$ cat src/rtl/mem_burst_ctrl_pkg.sv
// rtl/mem_burst_ctrl_pkg.sv - shared constants and state encoding for mem_burst_ctrl
// Purpose: default widths, write-flush length and the controller state type.
// Ports: none (package).
// Optional feature macro used by the top: MEM_BURST_SUM_EN.
package mem_burst_ctrl_pkg;

  localparam int ADDR_W_DEF   = 10;
  localparam int DATA_W_DEF   = 8;
  localparam int WR_FLUSH_LEN = 2;
  localparam int FLUSH_W      = (WR_FLUSH_LEN > 1) ? $clog2(WR_FLUSH_LEN) : 1;

  typedef enum logic [2:0] {
    ST_IDLE     = 3'd0,
    ST_WR       = 3'd1,
    ST_WR_FLUSH = 3'd2,
    ST_RD       = 3'd3,
    ST_RD_DRAIN = 3'd4
  } state_e;

endpackage

$ cat src/rtl/mem_burst_ctrl_rd_skid.sv
// rtl/mem_burst_ctrl_rd_skid.sv - 2-entry read-return buffer (module mem_rd_skid)
// Purpose: holds bytes returned by the memory until the consumer takes them.
// Ports:
//   i_clk, i_nrst        clock, asynchronous active-low reset
//   i_push, i_push_data  byte arriving from the memory read port
//   i_pop                consumer takes the head byte (only while o_valid)
//   o_valid, o_data      head of buffer
//   o_count              occupancy 0..2, used by the issuer as credit
module mem_rd_skid
  import mem_burst_ctrl_pkg::*;
#(
  parameter int DATA_W = DATA_W_DEF
) (
  input  logic              i_clk,
  input  logic              i_nrst,
  input  logic              i_push,
  input  logic [DATA_W-1:0] i_push_data,
  input  logic              i_pop,
  output logic              o_valid,
  output logic [DATA_W-1:0] o_data,
  output logic [1:0]        o_count
);

  logic [DATA_W-1:0] head_q, head_d;
  logic [DATA_W-1:0] tail_q, tail_d;
  logic [1:0]        cnt_q, cnt_d;

  always_comb begin
    head_d = head_q;
    tail_d = tail_q;
    cnt_d  = cnt_q + {1'b0, i_push} - {1'b0, i_pop};
    if (i_pop) begin
      head_d = tail_q;
    end
    // The incoming byte lands in the first slot left free after this cycle's pop.
    if (i_push) begin
      if ((cnt_q - {1'b0, i_pop}) == 2'd0) begin
        head_d = i_push_data;
      end else begin
        tail_d = i_push_data;
      end
    end
  end

  always_ff @(posedge i_clk or negedge i_nrst) begin
    if (!i_nrst) begin
      head_q <= '0;
      tail_q <= '0;
      cnt_q  <= '0;
    end else begin
      head_q <= head_d;
      tail_q <= tail_d;
      cnt_q  <= cnt_d;
    end
  end

  assign o_valid = (cnt_q != 2'd0);
  assign o_data  = head_q;
  assign o_count = cnt_q;

endmodule

$ cat src/rtl/mem_burst_ctrl.sv
// rtl/mem_burst_ctrl.sv - burst initiator for the single-port 1024x8 data memory
// Purpose: accepts read/write burst commands, streams bytes in/out and drives
//   the memory pins (registered write, one-cycle read latency).
// Ports:
//   i_clk, i_nrst                       clock, asynchronous active-low reset
//   i_cmd_valid/o_cmd_ready, i_cmd_rnw, i_cmd_addr, i_cmd_len   command channel
//   i_wr_valid/o_wr_ready, i_wr_data    write byte stream
//   o_rd_valid/i_rd_ready, o_rd_data    read byte stream
//   o_busy, o_done                      status
//   o_mem_addr, o_mem_we, o_mem_wdata, o_mem_re, i_mem_rdata   memory port
//   o_sum                               running byte checksum
// Optional feature: define MEM_BURST_SUM_EN to enable o_sum; otherwise it is 0.
module mem_burst_ctrl
  import mem_burst_ctrl_pkg::*;
#(
  parameter int ADDR_W = ADDR_W_DEF,
  parameter int DATA_W = DATA_W_DEF
) (
  input  logic              i_clk,
  input  logic              i_nrst,
  input  logic              i_cmd_valid,
  output logic              o_cmd_ready,
  input  logic              i_cmd_rnw,
  input  logic [ADDR_W-1:0] i_cmd_addr,
  input  logic [ADDR_W-1:0] i_cmd_len,
  input  logic              i_wr_valid,
  output logic              o_wr_ready,
  input  logic [DATA_W-1:0] i_wr_data,
  output logic              o_rd_valid,
  input  logic              i_rd_ready,
  output logic [DATA_W-1:0] o_rd_data,
  output logic              o_busy,
  output logic              o_done,
  output logic [ADDR_W-1:0] o_mem_addr,
  output logic              o_mem_we,
  output logic [DATA_W-1:0] o_mem_wdata,
  output logic              o_mem_re,
  input  logic [DATA_W-1:0] i_mem_rdata,
  output logic [DATA_W-1:0] o_sum
);

  state_e            state_q, state_d;
  logic [ADDR_W-1:0] addr_q, addr_d;
  logic [ADDR_W-1:0] rem_q, rem_d;
  logic [ADDR_W-1:0] mem_addr_q, mem_addr_d;
  logic              mem_we_q, mem_we_d;
  logic [DATA_W-1:0] mem_wdata_q, mem_wdata_d;
  logic [FLUSH_W-1:0] flush_q, flush_d;
  logic              rvld_q;

  logic              cmd_acc;
  logic              wr_beat;
  logic              pop;
  logic              rd_issue;
  logic [1:0]        rd_count;
  logic [2:0]        pending;

  assign cmd_acc = (state_q == ST_IDLE) && i_cmd_valid;
  assign wr_beat = (state_q == ST_WR) && i_wr_valid;
  assign pop     = o_rd_valid && i_rd_ready;

  // Buffered plus in-flight bytes, crediting the slot freed by this cycle's
  // pop; this lets a 2-entry buffer sustain one byte per cycle.
  assign pending  = {1'b0, rd_count} + {2'b0, rvld_q} - {2'b0, pop};
  assign rd_issue = (state_q == ST_RD) && (pending < 3'd2);

  always_comb begin
    state_d     = state_q;
    addr_d      = addr_q;
    rem_d       = rem_q;
    mem_addr_d  = mem_addr_q;
    mem_we_d    = 1'b0;
    mem_wdata_d = mem_wdata_q;
    flush_d     = flush_q;
    o_done      = 1'b0;
    case (state_q)
      ST_IDLE: begin
        if (cmd_acc) begin
          addr_d  = i_cmd_addr;
          rem_d   = i_cmd_len;
          state_d = i_cmd_rnw ? ST_RD : ST_WR;
        end
      end
      ST_WR: begin
        if (wr_beat) begin
          mem_we_d    = 1'b1;
          mem_addr_d  = addr_q;
          mem_wdata_d = i_wr_data;
          addr_d      = addr_q + 1'b1;
          if (rem_q == '0) begin
            state_d = ST_WR_FLUSH;
            flush_d = '0;
          end else begin
            rem_d = rem_q - 1'b1;
          end
        end
      end
      ST_WR_FLUSH: begin
        if (flush_q == FLUSH_W'(WR_FLUSH_LEN - 1)) begin
          o_done  = 1'b1;
          flush_d = '0;
          state_d = ST_IDLE;
        end else begin
          flush_d = flush_q + 1'b1;
        end
      end
      ST_RD: begin
        if (rd_issue) begin
          addr_d = addr_q + 1'b1;
          if (rem_q == '0) begin
            state_d = ST_RD_DRAIN;
          end else begin
            rem_d = rem_q - 1'b1;
          end
        end
      end
      ST_RD_DRAIN: begin
        if (pop && (rd_count == 2'd1) && !rvld_q) begin
          o_done  = 1'b1;
          state_d = ST_IDLE;
        end
      end
      default: state_d = ST_IDLE;
    endcase
  end

  always_ff @(posedge i_clk or negedge i_nrst) begin
    if (!i_nrst) begin
      state_q     <= ST_IDLE;
      addr_q      <= '0;
      rem_q       <= '0;
      mem_addr_q  <= '0;
      mem_we_q    <= 1'b0;
      mem_wdata_q <= '0;
      flush_q     <= '0;
      rvld_q      <= 1'b0;
    end else begin
      state_q     <= state_d;
      addr_q      <= addr_d;
      rem_q       <= rem_d;
      mem_addr_q  <= mem_addr_d;
      mem_we_q    <= mem_we_d;
      mem_wdata_q <= mem_wdata_d;
      flush_q     <= flush_d;
      rvld_q      <= rd_issue;   // memory data is valid the cycle after re
    end
  end

  mem_rd_skid #(.DATA_W(DATA_W)) u_rd_skid (
    .i_clk       (i_clk),
    .i_nrst      (i_nrst),
    .i_push      (rvld_q),
    .i_push_data (i_mem_rdata),
    .i_pop       (pop),
    .o_valid     (o_rd_valid),
    .o_data      (o_rd_data),
    .o_count     (rd_count)
  );

  assign o_cmd_ready = (state_q == ST_IDLE);
  assign o_wr_ready  = (state_q == ST_WR);
  assign o_busy      = (state_q != ST_IDLE);
  assign o_mem_we    = mem_we_q;
  assign o_mem_wdata = mem_wdata_q;
  assign o_mem_re    = rd_issue;
  // Reads issue combinationally from the live address; writes use the
  // registered beat address.
  assign o_mem_addr  = (state_q == ST_RD) ? addr_q : mem_addr_q;

`ifdef MEM_BURST_SUM_EN
  logic [DATA_W-1:0] sum_q, sum_d;

  always_comb begin
    sum_d = sum_q;
    if (cmd_acc) begin
      sum_d = '0;
    end else if (wr_beat) begin
      sum_d = sum_q + i_wr_data;
    end else if (pop) begin
      sum_d = sum_q + o_rd_data;
    end
  end

  always_ff @(posedge i_clk or negedge i_nrst) begin
    if (!i_nrst) begin
      sum_q <= '0;
    end else begin
      sum_q <= sum_d;
    end
  end

  assign o_sum = sum_q;
`else
  assign o_sum = '0;
`endif

endmodule

$ cat config.mk
export PLATFORM = sky130hd
export DESIGN_NAME = mem_burst_ctrl
export DESIGN_NICKNAME = d
export VERILOG_FILES = /design/src/rtl/mem_burst_ctrl_pkg.sv /design/src/rtl/mem_burst_ctrl_rd_skid.sv /design/src/rtl/mem_burst_ctrl.sv
export SDC_FILE = /design/constraint.sdc
export NUM_CORES = 1
export LEC_CHECK = 0
export CAP_MARGIN = 20
export CORE_ASPECT_RATIO = 0.5
export CORE_MARGIN = 1.5
export CORE_UTILIZATION = 25
export DETAILED_ROUTE_END_ITERATION = 12
export REMOVE_ABC_BUFFERS = 1
export SLEW_MARGIN = 10
export SYNTH_ARGS = -nofsm -noshare
export SYNTH_HDL_FRONTEND = slang
export SYNTH_SLANG_ARGS = --single-unit
$ cat constraint.sdc
create_clock -name i_clk -period 5.2 [get_ports i_clk]
set_clock_uncertainty 0.05 [all_clocks]
set_input_delay 1.56 -clock i_clk [delete_from_list [all_inputs] [get_ports i_clk]]
set_output_delay 1.56 -clock i_clk [all_outputs]
set_load 0.05 [all_outputs]
==> results.yml, run 1 <==
pwr:
  power_leakage_nw: 1.97
  p_per_area_nw_per_um2: 699
  total_power_mw: 3.25
  irDropWorstVdd_uv: 234
cts:
  clk-insertion-delay-late_ns: 0.33
  cts_buffers: 9
  clock_path_buffers: 2
  cts_setup_buffers: 0
  htreeDepth: 3
  cts_hold_buf: 0
  cts.sinks: 62
  cts_tree: "yes"
  clk_pin_slew_ns: 0.05
  cts_root_buf: "clkbuf_16"
place:
  dp_hpwl_mm: 5.82
  gp_congestion: 0.798
  port_buffers: 74
route:
  firstDrtPassIters: 4
  top_layer_used: "met4"
  first_iter_violations: 197
  ant_nets: 0
  wl_met2_mm: 4.06
  drc: 0
  wl_met1_mm: 3.80
  wl_per_cell_um: 14.2
  vias_per_cell: 4.79
  dr_wl_met3_um: 316
  wl_mm: 8.27
  vias: 2786
layout:
  multi_input_area_um2: 1650
  nNetsFinal: 455
  num_antenna_cells: 0
  fillCellCount: 1279
  regArea_um2: 1550
  syn2layout_area_growth_pct: 38.0
  drive_gt1_share_pct: 18.7
global_routing:
  grtUsageTotal_pct: 12.5
  grt_overflow: 0
  grt_pass1_wl_mm: 14.1
  antenna_found_initial: 0
  grt_pass1_vias: 2680
  grt_max_degree: 33
floorplanning:
  die_h_um: 85.2
  die-area_um2: 14300
  rows: 29
  start_util_pct: 26.1
  num_io_pins: 83
  die_w_um: 167
  core_area_um2: 12900
logic_synthesis:
  synthTopCellsByArea: "dfrtp_1 (46%), mux2_2 (11%), mux2i_1 (3.3%)"
  yosysSeqAreaShare_pct: 46.0
  ys.flop_type: "dfrtp_1"
  avgSynthCellArea_um2: 10.2
  synthCells: 330
  yosysUniqueCellTypes: 49
  synth_area_um2: 3380
  synth_top_cell_by_area: "dfrtp_1"
  ys_seq_elements: 62
  synthArstFlopShare_pct: 100
  ys_warn_count: 0
  yosys-top-cells-count: "dfrtp_1 (62), mux2_2 (34), a21oi_1 (21)"
  synth.most_common_cell: "dfrtp_1"
  synth_top_area_share_pct: 46.0
  synth-edff-count: 0
setup_path:
  worst-path-max-fanout: 5
  worstSetupStartpointType: "input port"
  crit_type: "in2out"
  cp_slowest_stage_delay_ns: 0.44
  cp_cell_sequence: "dlymetal6s2s_1 -> nand3b_1 -> o21ai_2 -> ha_2 -> fa_1 -> nor3_1 -> buf_4 -> buf_12"
  crit_slowest_cell: "fa_1"
  cp.arrival_ns: 3.10
  critPathCaptureType: "output pin"
  cp_data_required_time_ns: 3.59
timing:
  hold_violations: 0
  maxSlewViolCount: 0
  setup_viol: 0
  maxSlewHeadroom_pct: 49.9
  layout_min_cycle_time_ns: 4.71
  worstMarginPinSlew_ns: 0.751
  fin_crit_sh_pct: 90.6
  max_freq_ghz: 0.212
  setup_tns_ns: 0
  timing.hold.ws_ns: 0.451
  rsz0062_at_grt: "false"
worst_hold_path:
  hold_path.class: "reg2reg"
job:
  maxCapViolations: 0
status:
  status: "complete, no violations"
-- critical path, delay by kind of cell --
| family | cells | cell delay, ns |
|---|---|---|
| simple gates | 2 | 0.34 |
| buf+inv | 3 | 0.46 |
| fa+ha+maj | 2 | 0.64 |
| compound gates | 1 | 0.10 |
-- flip-flops by register name, summed over array words and instances, names as in the netlist --
signal and count:
addr_q 10, flush_q 1, mem_addr_q 10, o_mem_wdata 8, o_mem_we 1, rem_q 10, rvld_q 1, state_q 3
u_rd_skid.o_count 2, u_rd_skid.o_data 8, u_rd_skid.tail_q 8
-- kinds of logic (layout without fill, tap and decap cells) --
logic type	Yosys count	in the layout	synth area share, %
buffers and inverters	41	116	6.08
xor gates and xnor gates	1	1	0.259
adders and majority gates	6	6	2.45
AOI/OAI and AO/OA	83	83	16.2
DFF	62	62	46.0
muxes	45	45	14.6
other	1	8	0.111
and+or+nand+nor	91	91	14.3
-- placed cells by master, fill, tap and decap left out, types with 4 or more instances in the layout --
cell type        instances
clkdlybuf4s50_1         70
dfrtp_1                 62
mux2_2                  34
a21oi_1                 21
nor2_1                  19
nand2_1                 17
o21ai_0                 15
buf_4                   14
inv_1                   12
mux2i_1                 11
nand4_1                 11
nand3_1                 11
a31oi_1                 10
o2bb2ai_1                9
clkbuf_16                9
conb_1                   8
nor3_1                   7
o31ai_1                  7
nor4_1                   4
or4_1                    4
a22oi_1                  4
ha_1                     4
-- through the flow --
stage	cell area, um^2	worst slack [ns]	utilization, %	instances
floorplan	3240	-0.152	-	308
global placement	4320	0.106	33.4	566
detailed placement	4320	0.0578	33.4	566
CTS	4650	0.0327	36.0	582
global route	4660	0.364	36.1	582
finish	4660	0.490	36.1	582
-- power breakdown --
part           switching (mW)  total (mW)  internal [mW]
Sequential              0.188       0.896          0.708
Clock                   0.215       0.660          0.445
Combinational            1.01        1.70          0.692
-- final timing paths --
kind	startpoint	end	slack, ns	cells after the start
worst max-delay path	i_rd_ready	o_mem_re	0.49	8
worst min-delay path	mem_addr_q[9]	mem_addr_q[9]	0.45	1
worst max register to register	u_rd_skid.o_count[0]	rem_q[0]	2.55	8
worst min register to register	mem_addr_q[9]	mem_addr_q[9]	0.45	1
max in group asynchronous	i_nrst	u_rd_skid.tail_q[1]	2.95	2
min in group asynchronous	i_nrst	rem_q[1]	1.25	1
-- cell type report --
cell class | count | area share, %
multi-input cells | 234 | 35.5
inverters | 12 | 0.967
well taps | 170 | 4.57
repair buffers | 88 | 18.5
flip-flops and latches | 62 | 33.3
clock buffers | 11 | 5.43
clock inverters | 5 | 1.75
-- routing by layer --
layer | vias up | GRT usage [%]
met5 | - | 0
met4 | 0 | 3.93
met3 | 8 | 3.26
met2 | 51 | 20.0
met1 | 1367 | 16.7
li1 | 1360 | -
-- repair_timing --
item                       4_1_cts  5_1_grt
setup endpoints to repair        0        1
hold endpoints to repair         0        0
gates resized for setup          0        4
No activity file was read; power rests on OpenSTA's default activity.
==> run 2, diff against run 1 <==
--- a/config.mk
+++ b/config.mk
@@ -10,6 +10,7 @@
 export CORE_MARGIN = 1.5
 export CORE_UTILIZATION = 25
 export DETAILED_ROUTE_END_ITERATION = 12
+export PLACE_DENSITY = 0.57
 export REMOVE_ABC_BUFFERS = 1
 export SLEW_MARGIN = 10
 export SYNTH_ARGS = -nofsm -noshare
==> run 2 against run 1 <==
Sequential cell count did not move. Sequential power barely moved. Design area fell by 1.7%. Setup slack got worse by 0.37 ns. Fmax fell by 7.2%. Cell count fell by 0.17%. Critical endpoint unchanged. Register-to-register slack barely moved. Total power fell by 4.0%. Clock power fell by 18%. Core utilization fell by 0.60 points. Via count fell by 0.75%. Clock-buffer cell count rose by 1.
==> results.yml, run 2 (synthesis results as in run 1) <==
pwr:
  p_seq_share_pct: 28.7
  power.share.switching_pct: 44.8
  p_int_mw: 1.73
  irDropWorstVdd_uv: 219
  power_leakage_nw: 1.93
  power_frac_clock_pct: 17.3
  power.net_switching_mw: 1.40
  p_per_area_nw_per_um2: 682
  total_power_mw: 3.13
  combinationalPowerShare_pct: 54.1
timing:
  max_freq_ghz: 0.197
  fin_crit_sh_pct: 97.6
  fin_ws_ns: 0.124
  layout_min_cycle_time_ns: 5.08
  setup_viol: 0
  maxSlewViolCount: 0
  rsz0062_at_grt: "false"
  setup_tns_ns: 0
  maxSlewHeadroom_pct: 40.1
  timing.hold.ws_ns: 0.451
  hold_violations: 0
  worstMarginPinSlew_ns: 0.898
route:
  drc: 0
  first_iter_violations: 142
  wl_per_cell_um: 14.4
  vias_per_cell: 4.76
  ant_nets: 0
  wl_mm: 8.36
  vias: 2765
  firstDrtPassIters: 4
setup_path:
  cp_data_required_time_ns: 3.59
  worst-path-max-fanout: 5
  timing.rr.end: "rem_q[0]"
  cp.arrival_ns: 3.47
  reg2reg_depth: 10
  critPathCaptureType: "output pin"
  worstSetupStartpointType: "input port"
  rrSetupSlack_ns: 2.56
  crit_type: "in2out"
  r2r-start: "u_rd_skid.o_count[1]"
worst_hold_path:
  holdPathStages: 1
  min_to: "u_rd_skid.tail_q[4]"
  hold_path.class: "reg2reg"
  min_from: "u_rd_skid.tail_q[4]"
cts:
  cts_root_buf: "clkbuf_16"
  cts.sinks: 62
  cts_buffers: 9
  clk-insertion-delay-late_ns: 0.32
  cts_setup_buffers: 0
  clk_pin_slew_ns: 0.05
  clock_path_buffers: 2
  cts_tree: "yes"
  htreeDepth: 3
floorplanning:
  num_io_pins: 83
  die_h_um: 85.2
  die_w_um: 167
  start_util_pct: 26.1
  rows: 29
  core_area_um2: 12900
  die-area_um2: 14300
global_routing:
  grtUsageTotal_pct: 12.5
  grt_max_degree: 39
  antenna_found_initial: 0
  grt_overflow: 0
  grt_pass1_vias: 2735
  grt_pass1_wl_mm: 14.1
layout:
  num_antenna_cells: 0
  fin_cells: 581
  final_common_cell: "clkdlybuf4s50_1"
  fin_util_pct: 35.5
  final_cell_mix: "clkdlybuf4s50_1 (71), dfrtp_1 (62), mux2_2 (34)"
  drive_gt1_share_pct: 17.8
  post-route-cell-area_um2: 4580
  syn2layout_area_growth_pct: 35.7
  nNetsFinal: 454
  top_regs: "addr_q (10), mem_addr_q (10), rem_q (10)"
place:
  place_inst: 565
  placed_cell_area_um2: 4310
  gp_congestion: 0.792
  pre_cts_ws_ns: 0.0934
  dp_hpwl_mm: 5.86
  port_buffers: 74
status:
  status: "complete, no violations"
job:
  maxCapViolations: 0
==> run 2: cell types whose count changed in the layout (fill, tap and decap cells not counted), sizes merged <==
cell / delta
dlymetal6s2s: -1
clkdlybuf4s50: +1
clkbuf: +1
bufinv: -2
buf: -1
clkinv: +1
==> run 2: how the worst max path moves through the flow <==
stage / startpoint / to / slack (ns) / depth (start not counted)
after global placement: i_rd_ready / o_mem_re / 0.10 / 8
after global routing: i_rd_ready / o_mem_re / 0.02 / 8
after floorplan: i_rd_ready / o_mem_re / -0.15 / 5
after detailed placement: i_rd_ready / o_mem_re / 0.09 / 8
after CTS: i_rd_ready / o_mem_re / 0.08 / 8
final: i_rd_ready / o_mem_re / 0.12 / 8
==> run 2: repair_timing <==
action | 4_1_cts | 5_1_grt
endpoints found under the setup margin | 0 | 1
hold buffers | 0 | 0
gates resized for setup | 0 | 2
==> run 2: area by class of cell <==
class | instances | area, um^2
Timing Repair Buffer | 87 | 853
Clock inverter | 4 | 22.5
Multi-Input combinational cell | 234 | 1650
Inverter | 12 | 45.0
Tap cell | 170 | 213
Fill cell | 1320 | 8340
Clock buffer | 12 | 246
Sequential cell | 62 | 1550
==> run 2: critical path, cell delays in order <==
cell             delay [ns]
clkdlybuf4s50_1        0.57
nand3b_1               0.14
o21ai_2                0.10
ha_1                   0.18
fa_1                   0.44
nor3_1                 0.19
buf_4                  0.15
buf_12                 0.13
==> run 2: power by group through the flow <==
stage               Sequential (mW)  Combinational [mW]  Clock [mW]
detailed placement            0.901                1.70           0
CTS                           0.894                1.70       0.558
global route                  0.936                1.83       0.581
floorplan                      1.06               0.976           0
finish                        0.896                1.69       0.539
global placement              0.891                1.69           0
==> run 2: routing by layer <==
layer	global-route usage [%]	wire [um]
met4	3.69	80
met5	0	0
met1	16.4	4000
met2	20.3	3930
met3	3.22	348
==> run 3, diff against run 2 <==
--- a/config.mk
+++ b/config.mk
@@ -8,10 +8,11 @@
 export CAP_MARGIN = 20
 export CORE_ASPECT_RATIO = 0.5
 export CORE_MARGIN = 1.5
-export CORE_UTILIZATION = 25
+export CORE_UTILIZATION = 53
 export DETAILED_ROUTE_END_ITERATION = 12
-export PLACE_DENSITY = 0.57
+export PLACE_DENSITY = 0.95
 export REMOVE_ABC_BUFFERS = 1
+export SKIP_LAST_GASP = 1
 export SLEW_MARGIN = 10
 export SYNTH_ARGS = -nofsm -noshare
 export SYNTH_HDL_FRONTEND = slang
==> run 3 against run 2 <==
Cell count decreased by 14%. Setup slack improved by 0.31 ns. Clock-buffer cell count grew 1. Critical path depth unchanged. Total power rose by 5.8%. Clock power grew 19%. Critical endpoint unchanged. Largest power group unchanged.
==> results.yml, run 3 (synthesis results as in run 1) <==
pwr:
  power_leakage_nw: 1.95
  p_seq_share_pct: 27.7
  power.net_switching_mw: 1.47
  irDropWorstVdd_uv: 247
  p_per_area_nw_per_um2: 730
  p_int_mw: 1.83
  power_frac_clock_pct: 19.5
  combinationalPowerShare_pct: 52.8
  power.share.switching_pct: 44.6
global_routing:
  grt_pass1_vias: 2866
  grt_overflow: 0
  antenna_found_initial: 0
  grt_pass1_wl_mm: 13.9
  grt_max_degree: 42
  grtUsageTotal_pct: 26.5
cts:
  cts_tree: "yes"
  cts_hold_buf: 0
  htreeDepth: 3
  cts_buffers: 9
  cts.sinks: 62
  clk-insertion-delay-late_ns: 0.33
  clk_pin_slew_ns: 0.05
  clock_path_buffers: 2
  cts_root_buf: "clkbuf_16"
timing:
  setup_tns_ns: 0
  maxSlewHeadroom_pct: 38.4
  fin_crit_sh_pct: 91.6
  setup_viol: 0
  timing.hold.ws_ns: 0.452
  maxSlewViolCount: 0
  layout_min_cycle_time_ns: 4.76
  rsz0062_at_grt: "false"
  worstMarginPinSlew_ns: 0.924
  hold_violations: 0
  max_freq_ghz: 0.210
place:
  dp_hpwl_mm: 5.42
  place_inst: 483
  port_buffers: 74
  gp_congestion: 0.853
setup_path:
  cp_data_required_time_ns: 3.59
  critPathCaptureType: "output pin"
  crit_type: "in2out"
  worstSetupStartpointType: "input port"
  reg2reg_depth: 9
  cp.arrival_ns: 3.15
  worst-path-max-fanout: 4
route:
  wl_per_cell_um: 17.2
  wl_mm: 8.60
  ant_nets: 0
  vias_per_cell: 6.09
  drc: 0
  first_iter_violations: 415
  vias: 3039
  firstDrtPassIters: 5
layout:
  fin_cells: 499
  top_regs: "addr_q (10), mem_addr_q (10), rem_q (10)"
  fillCellCount: 414
  num_antenna_cells: 0
  final_cell_mix: "clkdlybuf4s50_1 (70), dfrtp_1 (62), mux2_2 (34)"
  syn2layout_area_growth_pct: 34.2
  final_common_cell: "clkdlybuf4s50_1"
  drive_gt1_share_pct: 17.8
  fin_util_pct: 74.2
  nNetsFinal: 454
status:
  status: "complete, no violations"
floorplanning:
  start_util_pct: 55.3
  core_area_um2: 6110
  die_h_um: 59.4
  rows: 20
  die_w_um: 116
  die-area_um2: 6890
  num_io_pins: 83
job:
  maxCapViolations: 0
worst_hold_path:
  hold_path.class: "reg2reg"
  holdPathStages: 1
-- run 3: cell count changes in the layout (fill, tap and decap cells not counted) --
cell             delta
clkinv_2            -3
bufinv_16           +2
buf_12              -1
buf_4               +1
clkbuf_1            +1
clkdlybuf4s50_1     -1
dlymetal6s2s_1      +1
nor3_1              -1
nor3_4              +1
o2111ai_1           -1
o2111ai_2           +1
o21ai_1             +1
o21ai_2             -1
-- run 3: per-stage QoR --
| step | area (um^2) | setup slack [ns] | total power [mW] |
|---|---|---|---|
| 3_3_place_gp | 4190 | 0.0834 | 2.53 |
| 3_5_place_dp | 4190 | 0.0296 | 2.60 |
| 6_report | 4530 | 0.437 | 3.31 |
| 5_1_grt | 4530 | 0.329 | 3.47 |
| 4_1_cts | 4520 | 0.0739 | 3.28 |
| 2_1_floorplan | 3240 | -0.152 | 2.04 |
-- run 3: power by group through the flow --
stage / clock network, mW / registers, mW / logic [mW]
detailed placement: 0 / 0.905 / 1.69
global placement: 0 / 0.887 / 1.64
finish: 0.644 / 0.916 / 1.75
CTS: 0.640 / 0.909 / 1.73
floorplan: 0 / 1.06 / 0.976
global route: 0.669 / 0.940 / 1.86
-- run 3: final cells by class --
cell class	instances	area, um^2	share of cell area [%]
flip-flops and latches	62	1550	34.2
repair buffers	87	843	18.6
inverters	12	45.0	0.994
clock inverters	3	67.6	1.49
well taps	88	110	2.43
multi-input cells	234	1660	36.7
clock buffers	13	250	5.52
-- run 3: final timing paths --
path,startpoint,slack (ns),endpoint
worst max-delay path,i_rd_ready,0.44,o_mem_re
worst min-delay path,u_rd_skid.tail_q[3],0.45,u_rd_skid.tail_q[3]
worst max register to register,u_rd_skid.o_count[0],2.40,rem_q[8]
worst min register to register,u_rd_skid.tail_q[3],0.45,u_rd_skid.tail_q[3]
max in group asynchronous,i_nrst,2.94,o_mem_we
min in group asynchronous,i_nrst,1.31,rem_q[7]
-- run 3: timing repair --
item / in CTS / in global routing
pin swaps: 0 / 2
buffers inserted: 0 / 0
endpoints found under the hold margin: 0 / 0
endpoints found under the setup margin: 1 / 1
gates resized for setup: 1 / 3
-- run 3: layer usage --
layer / vias up / global-route usage [%] / part of all wire [%]
li1: 1366 / - / -
met1: 1457 / 33.6 / 40
met2: 189 / 45.0 / 49
met3: 27 / 7.16 / 7.9
met4: 0 / 8.71 / 2.2
met5: - / 0 / 0
-- run 3: worst max-delay path, stage by stage --
cell	delay [ns]
dlymetal6s2s_1	0.17
nand3b_1	0.14
o21ai_1	0.10
ha_1	0.21
fa_1	0.37
xnor2_1	0.18
nor3_4	0.25
buf_12	0.17
